===== src/rtl/ram_initiator_pkg.sv =====
// Op and state encodings for the RAM initiator, shared with the core's memory stage.
package ram_initiator_pkg;

  typedef enum logic [1:0] {
    OP_READ  = 2'd0,
    OP_WRITE = 2'd1,
    OP_FILL  = 2'd2,
    OP_NOP   = 2'd3
  } op_e;

  typedef enum logic [2:0] {
    ST_IDLE   = 3'd0,
    ST_SETUP  = 3'd1,
    ST_STROBE = 3'd2,
    ST_HOLD   = 3'd3,
    ST_SAMPLE = 3'd4,
    ST_RESP   = 3'd5
  } state_e;

  function automatic logic is_store(input op_e op);
    return (op == OP_WRITE) || (op == OP_FILL);
  endfunction

endpackage


===== src/rtl/ram_initiator_if.sv =====
// Command/response handshake between the core's memory stage (master) and the initiator (slave).
interface ram_initiator_if
  import ram_initiator_pkg::*;
#(
  parameter int addr_bits = 16,
  parameter int data_bits = 8
);
  logic                 cmd_valid;
  logic                 cmd_ready;
  op_e                  cmd_op;
  logic [addr_bits-1:0] cmd_addr;
  logic [data_bits-1:0] cmd_data;
  logic [addr_bits-1:0] cmd_len;
  logic                 rsp_valid;
  logic [data_bits-1:0] rsp_data;

  modport master (
    output cmd_valid, cmd_op, cmd_addr, cmd_data, cmd_len,
    input  cmd_ready, rsp_valid, rsp_data
  );

  modport slave (
    input  cmd_valid, cmd_op, cmd_addr, cmd_data, cmd_len,
    output cmd_ready, rsp_valid, rsp_data
  );
endinterface


===== src/rtl/ram_fill_counter.sv =====
// Loadable down-counter for FILL word counts; last is registered and means count==1.
module ram_fill_counter #(
  parameter int width = 17
) (
  input  logic             clk,
  input  logic             rst_n,
  input  logic             load,
  input  logic [width-1:0] load_value,
  input  logic             dec,
  output logic             last
);
  localparam logic [width-1:0] one = {{(width-1){1'b0}}, 1'b1};
  localparam logic [width-1:0] two = {{(width-2){1'b0}}, 2'b10};

  logic [width-1:0] count_r;
  logic             last_r;

  // Count register; last is precomputed so it comes straight from a flop.
  always_ff @(posedge clk or negedge rst_n) begin
    if (!rst_n) begin
      count_r <= {width{1'b0}};
      last_r  <= 1'b0;
    end else if (load) begin
      count_r <= load_value;
      last_r  <= (load_value == one);
    end else if (dec) begin
      count_r <= count_r - one;
      last_r  <= (count_r == two);
    end else begin
      count_r <= count_r;
      last_r  <= last_r;
    end
  end

  assign last = last_r;
endmodule


===== src/rtl/ram_initiator.sv =====
// Initiator for an unclocked RAM port: sequences setup/strobe/hold around every write
// and returns read data or completion over a one-cycle response pulse.
module ram_initiator
  import ram_initiator_pkg::*;
#(
  parameter int addr_bits = 16,
  parameter int data_bits = 8
) (
  input  logic                 clk,
  input  logic                 rst_n,
  ram_initiator_if.slave       bus,
  output logic                 ram_we,
  output logic [addr_bits-1:0] ram_addr,
  output logic [data_bits-1:0] ram_wdata,
  input  logic [data_bits-1:0] ram_rdata
);
  localparam logic [addr_bits-1:0] addr_one = {{(addr_bits-1){1'b0}}, 1'b1};

  state_e               state_r, state_s;
  op_e                  op_r, op_s;
  logic                 ram_we_r, ram_we_s;
  logic [addr_bits-1:0] ram_addr_r, ram_addr_s;
  logic [data_bits-1:0] ram_wdata_r, ram_wdata_s;
  logic                 rsp_valid_r, rsp_valid_s;
  logic [data_bits-1:0] rsp_data_r, rsp_data_s;
  logic                 cmd_ready_r, cmd_ready_s;
  logic                 cnt_load_s, cnt_dec_s, cnt_last_s;
  logic [addr_bits:0]   cnt_value_s;

  ram_fill_counter #(.width(addr_bits + 1)) u_fill_counter (
    .clk        (clk),
    .rst_n      (rst_n),
    .load       (cnt_load_s),
    .load_value (cnt_value_s),
    .dec        (cnt_dec_s),
    .last       (cnt_last_s)
  );

  // A zero length means the whole address space.
  always_comb begin
    if (bus.cmd_len == {addr_bits{1'b0}}) begin
      cnt_value_s = {1'b1, {addr_bits{1'b0}}};
    end else begin
      cnt_value_s = {1'b0, bus.cmd_len};
    end
  end

  // Next-state and next-output logic; ram_we and ram_addr never change on the same edge.
  always_comb begin
    state_s     = state_r;
    op_s        = op_r;
    ram_we_s    = 1'b0;
    ram_addr_s  = ram_addr_r;
    ram_wdata_s = ram_wdata_r;
    rsp_valid_s = 1'b0;
    rsp_data_s  = rsp_data_r;
    cmd_ready_s = 1'b0;
    cnt_load_s  = 1'b0;
    cnt_dec_s   = 1'b0;
    case (state_r)
      ST_IDLE: begin
        cmd_ready_s = 1'b1;
        if (bus.cmd_valid && cmd_ready_r) begin
          cmd_ready_s = 1'b0;
          op_s        = bus.cmd_op;
          if (bus.cmd_op == OP_NOP) begin
            state_s     = ST_RESP;
            rsp_valid_s = 1'b1;
          end else begin
            state_s     = ST_SETUP;
            ram_addr_s  = bus.cmd_addr;
            ram_wdata_s = bus.cmd_data;
            cnt_load_s  = 1'b1;
          end
        end else begin
          state_s = ST_IDLE;
        end
      end
      ST_SETUP: begin
        if (is_store(op_r)) begin
          state_s  = ST_STROBE;
          ram_we_s = 1'b1;
        end else begin
          state_s = ST_SAMPLE;
        end
      end
      ST_STROBE: begin
        state_s = ST_HOLD;
      end
      ST_HOLD: begin
        if ((op_r != OP_FILL) || cnt_last_s) begin
          state_s     = ST_RESP;
          rsp_valid_s = 1'b1;
        end else begin
          state_s    = ST_SETUP;
          cnt_dec_s  = 1'b1;
          ram_addr_s = ram_addr_r + addr_one;
        end
      end
      ST_SAMPLE: begin
        state_s     = ST_RESP;
        rsp_data_s  = ram_rdata;
        rsp_valid_s = 1'b1;
      end
      ST_RESP: begin
        state_s     = ST_IDLE;
        cmd_ready_s = 1'b1;
      end
      default: begin
        state_s     = ST_IDLE;
        cmd_ready_s = 1'b1;
      end
    endcase
  end

  // State and output registers; reset drops any write pulse immediately.
  always_ff @(posedge clk or negedge rst_n) begin
    if (!rst_n) begin
      state_r     <= ST_IDLE;
      op_r        <= OP_NOP;
      ram_we_r    <= 1'b0;
      ram_addr_r  <= {addr_bits{1'b0}};
      ram_wdata_r <= {data_bits{1'b0}};
      rsp_valid_r <= 1'b0;
      rsp_data_r  <= {data_bits{1'b0}};
      cmd_ready_r <= 1'b1;
    end else begin
      state_r     <= state_s;
      op_r        <= op_s;
      ram_we_r    <= ram_we_s;
      ram_addr_r  <= ram_addr_s;
      ram_wdata_r <= ram_wdata_s;
      rsp_valid_r <= rsp_valid_s;
      rsp_data_r  <= rsp_data_s;
      cmd_ready_r <= cmd_ready_s;
    end
  end

  assign ram_we        = ram_we_r;
  assign ram_addr      = ram_addr_r;
  assign ram_wdata     = ram_wdata_r;
  assign bus.cmd_ready = cmd_ready_r;
  assign bus.rsp_valid = rsp_valid_r;
  assign bus.rsp_data  = rsp_data_r;
endmodule

===== src/flat_wrapper.sv =====
// flat-port wrapper written by rule: the top's interface ports become plain ports
module ram_initiator_flat import ram_initiator_pkg::*;
#(
  parameter int addr_bits = 16,
  parameter int data_bits = 8
)
  (clk, rst_n, ram_we, ram_addr, ram_wdata, ram_rdata, bus_cmd_valid, bus_cmd_op, bus_cmd_addr, bus_cmd_data, bus_cmd_len, bus_cmd_ready, bus_rsp_valid, bus_rsp_data);
  ram_initiator_if #(.addr_bits(addr_bits), .data_bits(data_bits)) bus_i ();
  input  logic clk;
  input  logic rst_n;
  output logic ram_we;
  output logic [addr_bits-1:0] ram_addr;
  output logic [data_bits-1:0] ram_wdata;
  input  logic [data_bits-1:0] ram_rdata;
  input wire logic [$bits(bus_i.cmd_valid)-1:0] bus_cmd_valid;
  input wire logic [$bits(bus_i.cmd_op)-1:0] bus_cmd_op;
  input wire logic [$bits(bus_i.cmd_addr)-1:0] bus_cmd_addr;
  input wire logic [$bits(bus_i.cmd_data)-1:0] bus_cmd_data;
  input wire logic [$bits(bus_i.cmd_len)-1:0] bus_cmd_len;
  output wire logic [$bits(bus_i.cmd_ready)-1:0] bus_cmd_ready;
  output wire logic [$bits(bus_i.rsp_valid)-1:0] bus_rsp_valid;
  output wire logic [$bits(bus_i.rsp_data)-1:0] bus_rsp_data;
  assign bus_i.cmd_valid = bus_cmd_valid;
  assign bus_i.cmd_op = bus_cmd_op;
  assign bus_i.cmd_addr = bus_cmd_addr;
  assign bus_i.cmd_data = bus_cmd_data;
  assign bus_i.cmd_len = bus_cmd_len;
  assign bus_cmd_ready = bus_i.cmd_ready;
  assign bus_rsp_valid = bus_i.rsp_valid;
  assign bus_rsp_data = bus_i.rsp_data;
  ram_initiator #(.addr_bits(addr_bits), .data_bits(data_bits)) u_core (.clk(clk), .rst_n(rst_n), .bus(bus_i), .ram_we(ram_we), .ram_addr(ram_addr), .ram_wdata(ram_wdata), .ram_rdata(ram_rdata));
endmodule

===== config.mk =====
export PLATFORM = sky130hd
export DESIGN_NAME = ram_initiator_flat
export DESIGN_NICKNAME = d
export VERILOG_FILES = /design/src/rtl/ram_initiator_pkg.sv /design/src/rtl/ram_initiator_if.sv /design/src/rtl/ram_fill_counter.sv /design/src/rtl/ram_initiator.sv /design/src/flat_wrapper.sv
export SDC_FILE = /design/constraint.sdc
export NUM_CORES = 1
export LEC_CHECK = 0
export BUFFER_PORTS_ARGS = -buffer_cell sky130_fd_sc_hd__buf_2
export CAP_MARGIN = 20
export CORE_MARGIN = 2
export CORE_UTILIZATION = 40
export CTS_BUF_LIST = sky130_fd_sc_hd__clkbuf_4
export DETAILED_ROUTE_END_ITERATION = 12
export SYNTH_ARGS = -nofsm -noshare
export SYNTH_HDL_FRONTEND = slang
export SYNTH_SLANG_ARGS = --single-unit

===== constraint.sdc =====
create_clock -name clk -period 4.1 [get_ports clk]
set_input_delay 0 -clock clk [delete_from_list [all_inputs] [get_ports clk]]
set_output_delay 0 -clock clk [all_outputs]
set_load 0.005 [all_outputs]

Word level (Yosys, flattened, before mapping)
Cells that the tools add are included.
- register bits: 58
- bits of input ports: 53
- output and inout bits: 35
- logic and storage cells: 64
- add/sub/neg operators: 2
- eq/ne operators: 13
- mux-type cells: 27
- bitwise gates (word level): 1
- reductions and logical operators: 11
- operator list (cell ; count):
    $mux 17 ; 3
    $mux 16 ; 3
    $pmux 16 s2 ; 1
    $eq 17x1->1 const B ; 1
    $eq 17x2->1 const B ; 1
    $sub 17x1->17 const B ; 1
    $add 16x1->16 const B ; 1
    $logic_not 16->1 ; 1
    $pmux 3 s5 ; 1
    $mux 1 ; 13
    $mux 3 ; 4
    $eq 3x2->1 const B ; 2
    $ne 2x2->1 const B ; 3
    $eq 2x2->1 const B ; 2
    $reduce_and 4->1 ; 1
    $reduce_bool 2->1 ; 2
    $reduce_or 4->1 ; 1
    $eq 3x1->1 const B ; 1
    $eq 3x3->1 const B ; 1
    $logic_not 3->1 ; 1
    $pmux 1 s3 ; 1
    $reduce_and 3->1 ; 1
    $eq 2x1->1 const B ; 1
    $logic_or 1x1->1 ; 2
    5 further kinds ; 5

Depth between registers and ports, before layout
Gate-level depths: netlist of run 1.
- word-level depth: 6
- gate-level depth with buffers: 7
- mapped depth without buffers: 6

Cells and area by module
A second synthesis of run 1 with hierarchy kept.
- cell total of the unflattened synthesis: 342
- area, all modules: 3158.0 um^2
- by module, submodules not included (module ; instances ; cells each ; area an instance (um^2) ; sequential area each (um^2)):
    ram_initiator ; 1 ; 224 ; 2078.2 ; 1004.7
    ram_fill_counter ; 1 ; 118 ; 1079.8 ; 450.4

Worst setup path after synthesis of run 1
No wires, ideal clock.
- path kind: reg-to-reg
- start point: register u_core.op_r[1]
- end point: register u_core.u_fill_counter.count_r[13]
- library setup time: 82 ps
- arrival: 1772 ps
- data required time: 4018 ps
- setup slack: 2246 ps
- stages on the path, launching flop included: 6
- buffers on the path: 0
- clock period less this slack: 1854 ps
- cell sequence: dfstp_2 -> ha_1 -> nor4b_4 -> nand4_1 -> or3_2 -> a31oi_1
- cells in the longest elaborated chain, start to end: 5
- RTL lines (element ; line ; text):
    start, declared ; ram_initiator.sv:20 ; op_e op_r, op_s;
    start signal, assigned ; ram_initiator.sv:129 ; op_r <= op_s;
    $ne 2x2->1 ; ram_initiator.sv:91 ; if ((op_r != OP_FILL) || cnt_last_s) begin
    $logic_or 1x1->1 ; ram_initiator.sv:91 ;
    $mux 1 ; ram_initiator.sv:91 ;
    $mux 1 ; ram_initiator.sv:60 ; case (state_r)
    $reduce_bool 2->1 (no source line) ; - ;
    end signal, assigned ; ram_fill_counter.sv:24 ; count_r <= load_value;
    end signal, assigned ; ram_fill_counter.sv:27 ; count_r <= count_r - one;
    end signal, assigned ; ram_fill_counter.sv:30 ; count_r <= count_r;
    end, declared ; ram_fill_counter.sv:15 ; logic [width-1:0] count_r;
No other way between the ends.
A chain may end at the register's enable or synchronous reset.

Worst setup path in the final report of run 1
- start point: register u_core.state_r[1]
- end point: register u_core.ram_addr_r[9] (netlist: u_core.ram_addr[9])
- cells in the longest elaborated chain, start to end: 3
- elaborated cells between the ends (all ways): 8
- those cells by class: eq/ne (4); mux (1); reduce/logical (3)
- RTL lines (element ; line ; text):
    start, declared ; ram_initiator.sv:19 ; state_e state_r, state_s;
    start signal, assigned ; ram_initiator.sv:128 ; state_r <= state_s;
    $eq 3x2->1 / $logic_not 3->1 (equally long branches) ; ram_initiator.sv:60 ;
    $ne 2x2->1 (no source line), or another cell as far along ; - ;
    $reduce_and 4->1 (no source line) ; - ;
    end signal, assigned ; ram_initiator.sv:122 ; ram_addr_r <= {addr_bits{1'b0}};
    end signal, assigned ; ram_initiator.sv:131 ; ram_addr_r <= ram_addr_s;
    end, declared ; ram_initiator.sv:22 ; logic [addr_bits-1:0] ram_addr_r, ram_addr_s;
Several ways; a longest one is shown, not always the timed one.

==> results_tabular.tex, run 1 <==
\begin{tabular}{lr}
\hline
Metric & Value \\
\hline
\multicolumn{2}{l}{\textbf{CTS}} \\
\quad CTS tree & yes \\
\quad TritonCTS sink count & between 50 and 60 \\
\quad Clock-pin slew on the worst setup and hold paths & 0.09 ns \\
\quad Max Root-Sink Buffers & 2 \\
\quad TritonCTS buffer count & 9 \\
\quad Worst skew pair latency & 0.39 ns \\
\quad Clk root buf & clkbuf\_4 \\
\quad Post-CTS Hold Buffers & 51 \\
\quad \# resized after CTS & 0 \\
\quad CTS HTree Levels & 3 \\
\quad Post-CTS Setup Repair Bufs & 0 \\
\multicolumn{2}{l}{\textbf{Drt}} \\
\quad Detailed Routing Iterations Pass 1 & 5 \\
\quad Total via count after detailed routing & 3037 \\
\quad Vias per std cell & $\sim$5.3 \\
\quad Wirelength, routed & 8544 um \\
\quad Iter 0 DRT Violations & 210 \\
\quad DRC & 0 \\
\quad Remaining antenna violation count after routing & 0 \\
\quad Final routed wire length divided by cell count & 14.94 um \\
\multicolumn{2}{l}{\textbf{Pwr}} \\
\quad Proportion of power drawn by combinational gates & 38.8\% \\
\quad Net switching power figure & around 980 uW \\
\quad Proportion of power drawn by flip-flops and latches & 45.5\% \\
\quad PwrDens & 593.1 nW/um\^{}2 \\
\quad Worst vdd rail ir drop & 0.2758 mV \\
\quad Part of the total power dissipated in the clock network & about 16\% \\
\quad Cell-internal power & 1545 uW \\
\quad Switch share & 38.78\% \\
\quad Leakage power total & 0.001854 uW \\
\quad Overall power after layout & about 2500 uW \\
\multicolumn{2}{l}{\textbf{Synthesis}} \\
\quad Synthesized-area fraction occupied by adder cells & 1.622\% \\
\quad Post-synthesis share of cell area spent on and, or, nand and nor gates & 23.76\% \\
\quad Most used DFF post-synth & dfrtp\_1 \\
\quad Total nets after synthesis & 385 \\
\quad Mux share of post-synthesis cell area & $\sim$4.0\% \\
\quad XOR/XNOR share of the synthesized area & between 1 and 1.5\% \\
\quad Mapped Cells & between 300 and 400 \\
\quad Post-synthesis compound-gate area fraction & approximately 20\% \\
\quad Warnings from Yosys & 0 \\
\quad Number of register bits inferred by synthesis & 58 \\
\quad Area of the mapped netlist & 3085 um\^{}2 \\
\quad Mapped Avg Cell Area & 9.407 um\^{}2 \\
\quad Sequential share of the synthesized area & 47.16\% \\
\quad Count of flip-flops with a built-in enable after synthesis & 0 \\
\quad Post-synthesis async set-or-reset flop share & 100.0\% \\
\quad Main combinational cell family by area after synthesis & simple AND/OR/NAND/NOR gates \\
\quad Yosys cell types & between 50 and 60 \\
\multicolumn{2}{l}{\textbf{Layout}} \\
\quad Non-filler cells in the finished layout & $\sim$570 \\
\quad Area added between synthesis and finish & 37.92\% \\
\quad Antenna fix cells & 0 \\
\quad Fraction of final layout cells sized beyond drive strength 1 & 26.81\% \\
\quad Leading cell type in the layout, fill and taps excluded & buf\_2 \\
\quad Fraction of the core area covered by cells at the end of the flow & 55.94\% \\
\quad Commonest cells after routing, fill and taps aside & buf\_2, dfrtp\_1, dlygate4sd3\_1 \\
\quad Net total in the final layout & around 520 \\
\quad Post-layout instance area & 4255 um\^{}2 \\
\multicolumn{2}{l}{\textbf{STA}} \\
\quad Headroom to the max-slew limit & $\sim$42\% \\
\quad Minimum period implied by the final worst setup slack & 2.232 ns \\
\quad Clk\_skew & 0.01283 ns \\
\quad Hold Fails Final Rpt & 0 \\
\quad Tcrit/Tclk final & 54.44\% \\
\quad RSZ-0062 raised after global routing & false \\
\quad Highest achievable clock rate & approximately 0.45 GHz \\
\quad Setup violations, final & 0 \\
\quad Fin Setup TNS & 0 ns \\
\quad Slew of the pin with the lowest slew margin & 0.8622 ns \\
\quad Total count of max-transition violations in the final report & 0 \\
\multicolumn{2}{l}{\textbf{Global routing}} \\
\quad Number of antenna violations at the first check in global routing & 0 \\
\quad Largest net degree at the start of global routing & between 50 and 60 \\
\quad Wire length of the first global-routing pass & 14440 um \\
\quad Via count of the first global-routing pass & $\sim$3000 \\
\quad GRT Residual Overflow & 0 \\
\quad Overall fraction of global-route tracks in use & a little over a fifth \\
\multicolumn{2}{l}{\textbf{Placement}} \\
\quad RD Place Congestion & 0.7878 \\
\quad DP Wirelength & 5378 um \\
\quad Post-Place Cell Area & 3616 um\^{}2 \\
\quad Port Buf Inserts & 87 \\
\quad Cell total after placement & 505 \\
\multicolumn{2}{l}{\textbf{Critical path}} \\
\quad Worst EP arrival & 2.51 ns \\
\quad Critical path endpoint category & register \\
\quad Nature of the critical path startpoint & register \\
\quad Crit path required time & 4.38 ns \\
\quad Class of the most critical setup path & reg2reg \\
\quad Number of buffer and inverter stages on the critical path & 1 \\
\quad FF-to-FF setup slack & 1.87 ns \\
\quad Delay of the slowest cell on the worst path & 0.73 ns \\
\quad CP top delay family & compound AO/OA/AOI/OAI gates \\
\quad Worst-path maximum fanout & 36 \\
\quad CP max-delay cell & a22oi\_1 \\
\quad CP cell instances & and3b\_1 -> buf\_4 -> a22oi\_1 -> a21oi\_1 -> o2bb2a\_1 \\
\multicolumn{2}{l}{\textbf{Floorplan}} \\
\quad Overall die area & between 8000 and 9000 um\^{}2 \\
\quad Die X-Extent & around 90 um \\
\quad Core area & 7607 um\^{}2 \\
\quad Starting Density & 40.56\% \\
\quad Height of the chip & 91.83 um \\
\quad Count of standard-cell rows & 32 \\
\quad I/O pin total & 88 \\
\multicolumn{2}{l}{\textbf{Outcome}} \\
\quad Status & finished, final reports clean \\
\multicolumn{2}{l}{\textbf{Hold path}} \\
\quad Min-Delay Path Class & in2reg \\
\multicolumn{2}{l}{\textbf{Run}} \\
\quad Count of maximum capacitance violations & 0 \\
\hline
\end{tabular}
-- worst min-delay path: stages --
cell and delay (ns):
buf_2 0.08, o22ai_1 0.07, o2bb2a_1 0.22
-- kinds of logic (layout without fill, tap and decap cells) --
logic type	Yosys count	count (layout)
adder cells (fa/ha/maj)	4	4
buffers and inverters	22	164
AND/OR/NAND/NOR	135	135
XOR/XNOR	4	4
AO/OA/AOI/OAI	94	94
multiplexers	11	11
flip-flops	58	58
-- flip-flops by register name, summed over array words and instances, names as in the netlist --
| signal | flops |
|---|---|
| u_core.bus.cmd_ready | 1 |
| u_core.bus.rsp_data | 8 |
| u_core.bus.rsp_valid | 1 |
| u_core.op_r | 2 |
| u_core.ram_addr | 16 |
| u_core.ram_wdata | 8 |
| u_core.ram_we | 1 |
| u_core.state_r | 3 |
| u_core.u_fill_counter.count_r | 17 |
| u_core.u_fill_counter.last | 1 |
-- path summary, 6_finish.rpt --
path | start | to | cells after the start
max in group asynchronous | rst_n | u_core.u_fill_counter.count_r[4] | 3
min in group asynchronous | rst_n | u_core.ram_addr[6] | 3
max | u_core.state_r[1] | u_core.ram_addr[9] | 5
min reg2reg | u_core.ram_wdata[6] | u_core.ram_wdata[6] | 2
max reg2reg | u_core.state_r[1] | u_core.ram_addr[9] | 5
min | bus_cmd_addr[13] | u_core.ram_addr[13] | 3
-- power groups by stage --
stage	combinational [uW]	sequential, uW	clock (uW)
6_report	980	1150	397
5_1_grt	1110	1200	441
4_1_cts	987	1140	411
3_5_place_dp	949	1150	0
3_3_place_gp	927	1140	0
2_1_floorplan	626	1090	0
-- cell type report --
type	count	area, um^2
Clock buffer	11	82.58
Clock inverter	5	46.29
Fill cell	719	3352
Inverter	6	22.52
Multi-Input combinational cell	248	1545
Sequential cell	58	1455
Tap cell	102	127.6
Timing Repair Buffer	142	975.9
-- per-stage QoR --
step | setup slack [ns] | hold slack (ns)
after floorplan | 2.246 | -0.2956
after global routing | 1.698 | 0.02121
final | 1.868 | 0.008136
after detailed placement | 1.886 | 0.1970
after global placement | 1.947 | 0.1918
after CTS | 1.870 | 0.0005601
-- synthesized netlist by cell type, drive strengths merged (5+ instances only) --
library cell  number  area, um^2
mux2              10       112.6
nand4              8       50.05
or3                6       40.03
or4                9       71.32
nand3             14       70.07
nor4               5       37.53
a21oi             27       135.1
inv                6       22.52
dfrtp             55        1376
nor3               8       40.04
o21ai             19       95.09
clkbuf            14       52.55
nand2             48       180.2
nor2              17       63.81
o22ai             10       62.56
-- per-layer routing --
layer / share of wire, % / GRT usage [%] / routed length [um]
met5: 0 / 0 / 0
met2: 48 / 34.19 / 4075
met1: 46 / 29.17 / 3910
met3: 5.2 / 3.451 / 441
met4: 1.4 / 8.458 / 116
Note: power is estimated with default switching activity, not from simulation.
==> inputs of run 2 (changes only) <==
- ABC_AREA: not set -> 1
- PLACE_DENSITY: not set -> 0.65
- clock period: 4.1 -> 1.9 ns (I/O delays scaled with it)
==> run 2 against run 1 <==
  * Clock-buffer cell count decreased by 1
  * Synthesized cell count increased by 42%
  * Final area increased by 8.1%
  * Largest cell class unchanged
==> results_tabular.tex, run 2 <==
\begin{tabular}{lr}
\hline
Metric & Value \\
\hline
\multicolumn{2}{l}{\textbf{Outcome}} \\
\quad Status & finished, final reports clean \\
\multicolumn{2}{l}{\textbf{STA}} \\
\quad Clk\_skew & 0.01255 ns \\
\quad Slew of the pin with the lowest slew margin & 0.3928 ns \\
\quad PnR worst setup slack & 0.2208 ns \\
\quad Highest achievable clock rate & 0.5955 GHz \\
\quad Minimum period implied by the final worst setup slack & 1.679 ns \\
\quad Total count of max-transition violations in the final report & 0 \\
\quad Hold Fails Final Rpt & 0 \\
\quad Setup violations, final & 0 \\
\quad RSZ-0062 raised after global routing & false \\
\quad Tcrit/Tclk final & between 80\% and 90\% \\
\quad Fin Setup TNS & 0 ns \\
\quad Headroom to the max-slew limit & 73.81\% \\
\multicolumn{2}{l}{\textbf{Layout}} \\
\quad Area used by multi-input combinational logic & around 1700 um\^{}2 \\
\quad Fillcell total & 815 \\
\quad Commonest cells after routing, fill and taps aside & nand2\_1, buf\_2, nor2\_1 \\
\quad Fraction of the core area covered by cells at the end of the flow & a little under three fifths \\
\quad Area added between synthesis and finish & 33.99\% \\
\quad Fraction of final layout cells sized beyond drive strength 1 & between 20\% and 30\% \\
\quad Non-filler cells in the finished layout & slightly above 700 \\
\quad Flip-flop count of the largest register, all copies and words added & 17 \\
\quad Area of all sequential standard cells & 1455 um\^{}2 \\
\quad Antenna fix cells & 0 \\
\quad Leading cell type in the layout, fill and taps excluded & nand2\_1 \\
\quad Register containing the most flip-flops in the final layout & u\_core.u\_fill\_counter.count\_r \\
\quad Net total in the final layout & approximately 660 \\
\multicolumn{2}{l}{\textbf{Pwr}} \\
\quad Leakage power total & 0.002321 uW \\
\quad Worst vdd rail ir drop & 0.7779 mV \\
\quad PwrDens & around 1300 nW/um\^{}2 \\
\multicolumn{2}{l}{\textbf{Global routing}} \\
\quad Via count of the first global-routing pass & 3450 \\
\quad Overall fraction of global-route tracks in use & 20.62\% \\
\quad Largest net degree at the start of global routing & 36 \\
\quad GRT Residual Overflow & 0 \\
\quad Wire length of the first global-routing pass & approximately 16000 um \\
\quad Number of antenna violations at the first check in global routing & 0 \\
\multicolumn{2}{l}{\textbf{CTS}} \\
\quad Post-CTS Setup Repair Bufs & 0 \\
\quad Clk root buf & clkbuf\_4 \\
\quad TritonCTS buffer count & 9 \\
\quad CTS tree & yes \\
\quad Post-CTS Hold Buffers & 49 \\
\quad CTS HTree Levels & 3 \\
\quad TritonCTS sink count & 58 \\
\quad Clock-pin slew on the worst setup and hold paths & roughly 0.1 ns \\
\quad Worst skew pair latency & 0.40 ns \\
\quad \# resized after CTS & 0 \\
\quad Max Root-Sink Buffers & 2 \\
\multicolumn{2}{l}{\textbf{Synthesis}} \\
\quad Post-synthesis share of cell area spent on and, or, nand and nor gates & 32.75\% \\
\quad Number of register bits inferred by synthesis & 58 \\
\quad Yosys cell types & 39 \\
\quad Warnings from Yosys & 0 \\
\quad Total nets after synthesis & about 520 \\
\quad Sequential share of the synthesized area & 42.37\% \\
\quad Most used DFF post-synth & dfrtp\_1 \\
\quad Mapped Avg Cell Area & 7.386 um\^{}2 \\
\quad Count of flip-flops with a built-in enable after synthesis & 0 \\
\quad Count leader, synth & nand2\_1 \\
\quad Area of the mapped netlist & roughly 3400 um\^{}2 \\
\quad Library cell with the largest summed area after synthesis & dfrtp\_1 \\
\quad XOR/XNOR share of the synthesized area & under 10\% \\
\quad Mapped Cells & 465 \\
\quad Synthesized-area fraction occupied by adder cells & 1.457\% \\
\quad Main combinational cell family by area after synthesis & simple AND/OR/NAND/NOR gates \\
\quad Post-synthesis compound-gate area fraction & about a tenth \\
\quad Mux share of post-synthesis cell area & 2.951\% \\
\quad List of most frequent post-synthesis cells & nand2\_1, nor2\_1, dfrtp\_1 \\
\quad Top cells by area, synth & dfrtp\_1, nand2\_1, nor2\_1 \\
\quad Post-synthesis async set-or-reset flop share & 100.0\% \\
\quad Area fraction of the dominant cell type after synthesis & 40.07\% \\
\multicolumn{2}{l}{\textbf{Placement}} \\
\quad RD Place Congestion & 0.8953 \\
\quad Pre-CTS setup slack & 0.2185 ns \\
\quad Port Buf Inserts & 87 \\
\quad DP Wirelength & 6649 um \\
\quad Cell total after placement & 652 \\
\multicolumn{2}{l}{\textbf{Drt}} \\
\quad Remaining antenna violation count after routing & 0 \\
\quad DRC & 0 \\
\quad Iter 0 DRT Violations & 200 \\
\quad Total via count after detailed routing & 3535 \\
\quad Final routed wire length divided by cell count & $\sim$13 um \\
\quad Detailed Routing Iterations Pass 1 & 4 \\
\quad Wirelength, routed & 9438 um \\
\quad Vias per std cell & between 4 and 5 \\
\multicolumn{2}{l}{\textbf{Floorplan}} \\
\quad Die X-Extent & slightly below 100 um \\
\quad Height of the chip & 96.66 um \\
\quad Starting Density & 41.59\% \\
\quad I/O pin total & 88 \\
\quad Overall die area & 9343 um\^{}2 \\
\quad Count of standard-cell rows & 33 \\
\quad Core area & 8258 um\^{}2 \\
\multicolumn{2}{l}{\textbf{Critical path}} \\
\quad Worst-path maximum fanout & 35 \\
\quad Class of the most critical setup path & reg2reg \\
\quad Worst EP arrival & 1.96 ns \\
\quad Crit path required time & $\sim$2.2 ns \\
\quad Critical path endpoint category & register \\
\quad Logic depth of the worst register-to-register path & 8 \\
\quad Nature of the critical path startpoint & register \\
\multicolumn{2}{l}{\textbf{Hold path}} \\
\quad Hold path cells & 5 \\
\quad Min-Delay Path Class & in2reg \\
\multicolumn{2}{l}{\textbf{Run}} \\
\quad Count of maximum capacitance violations & 0 \\
\hline
\end{tabular}
==> run 2: critical path, stage by stage, from the launching register on <==
cell and delay [ns]:
dfstp_2 0.53, inv_1 0.04, ha_1 0.24, nand3_4 0.16, nand2_8 0.18, inv_4 0.22
nor2_1 0.06, nand2_1 0.06, o21ai_0 0.07
==> run 2: cell families after synthesis <==
group           after synthesis
simple gates                264
buf+inv                      64
flops                        58
compound gates               57
xor+xnor                      9
mux                           9
fa+ha+maj                     4
==> run 2: routing by layer <==
metal	vias to the layer above	wire length (um)	GRT usage (%)
met3	10	561	5.636
met4	0	104	4.009
met1	1647	4008	25.21
li1	1767	-	-
met5	-	0	0
met2	111	4764	36.59
==> run 2: final timing paths <==
kind | startpoint | to | slack (ns)
setup / recovery | u_core.op_r[0] | u_core.ram_addr[13] | 0.22
hold / removal | bus_cmd_len[11] | u_core.u_fill_counter.count_r[11] | 0.03
setup reg to reg | u_core.op_r[0] | u_core.ram_addr[13] | 0.22
hold reg to reg | u_core.op_r[0] | u_core.op_r[0] | 0.48
max in group asynchronous | rst_n | u_core.u_fill_counter.last | 1.17
min in group asynchronous | rst_n | u_core.bus.rsp_valid | 0.05
==> run 2: through the flow <==
stage / hold WS (ns) / total power [uW] / cell area (um^2)
floorplan: -0.2956 / 4022 / 3435
global placement: -0.05666 / 4811 / 3955
detailed placement: -0.04413 / 4886 / 3955
CTS: 0.003206 / 6013 / 4602
global route: 0.008133 / 6500 / 4602
finish: 0.02587 / 5978 / 4602
==> run 2: final cells by class <==
class | count | area share, %
Clock buffer | 10 | 1.631
Clock inverter | 6 | 1.767
Timing Repair Buffer | 144 | 21.42
Sequential cell | 58 | 31.62
Inverter | 51 | 4.214
Multi-Input combinational cell | 343 | 36.49
Tap cell | 105 | 2.855
==> run 2: where the power goes <==
| group | switching, uW | internal [uW] | total (uW) |
|---|---|---|---|
| sequential | 555 | 1830 | 2390 |
| clock | 478 | 540 | 1020 |
| combinational | 1450 | 1120 | 2570 |
| total | 2480 | 3500 | 5980 |
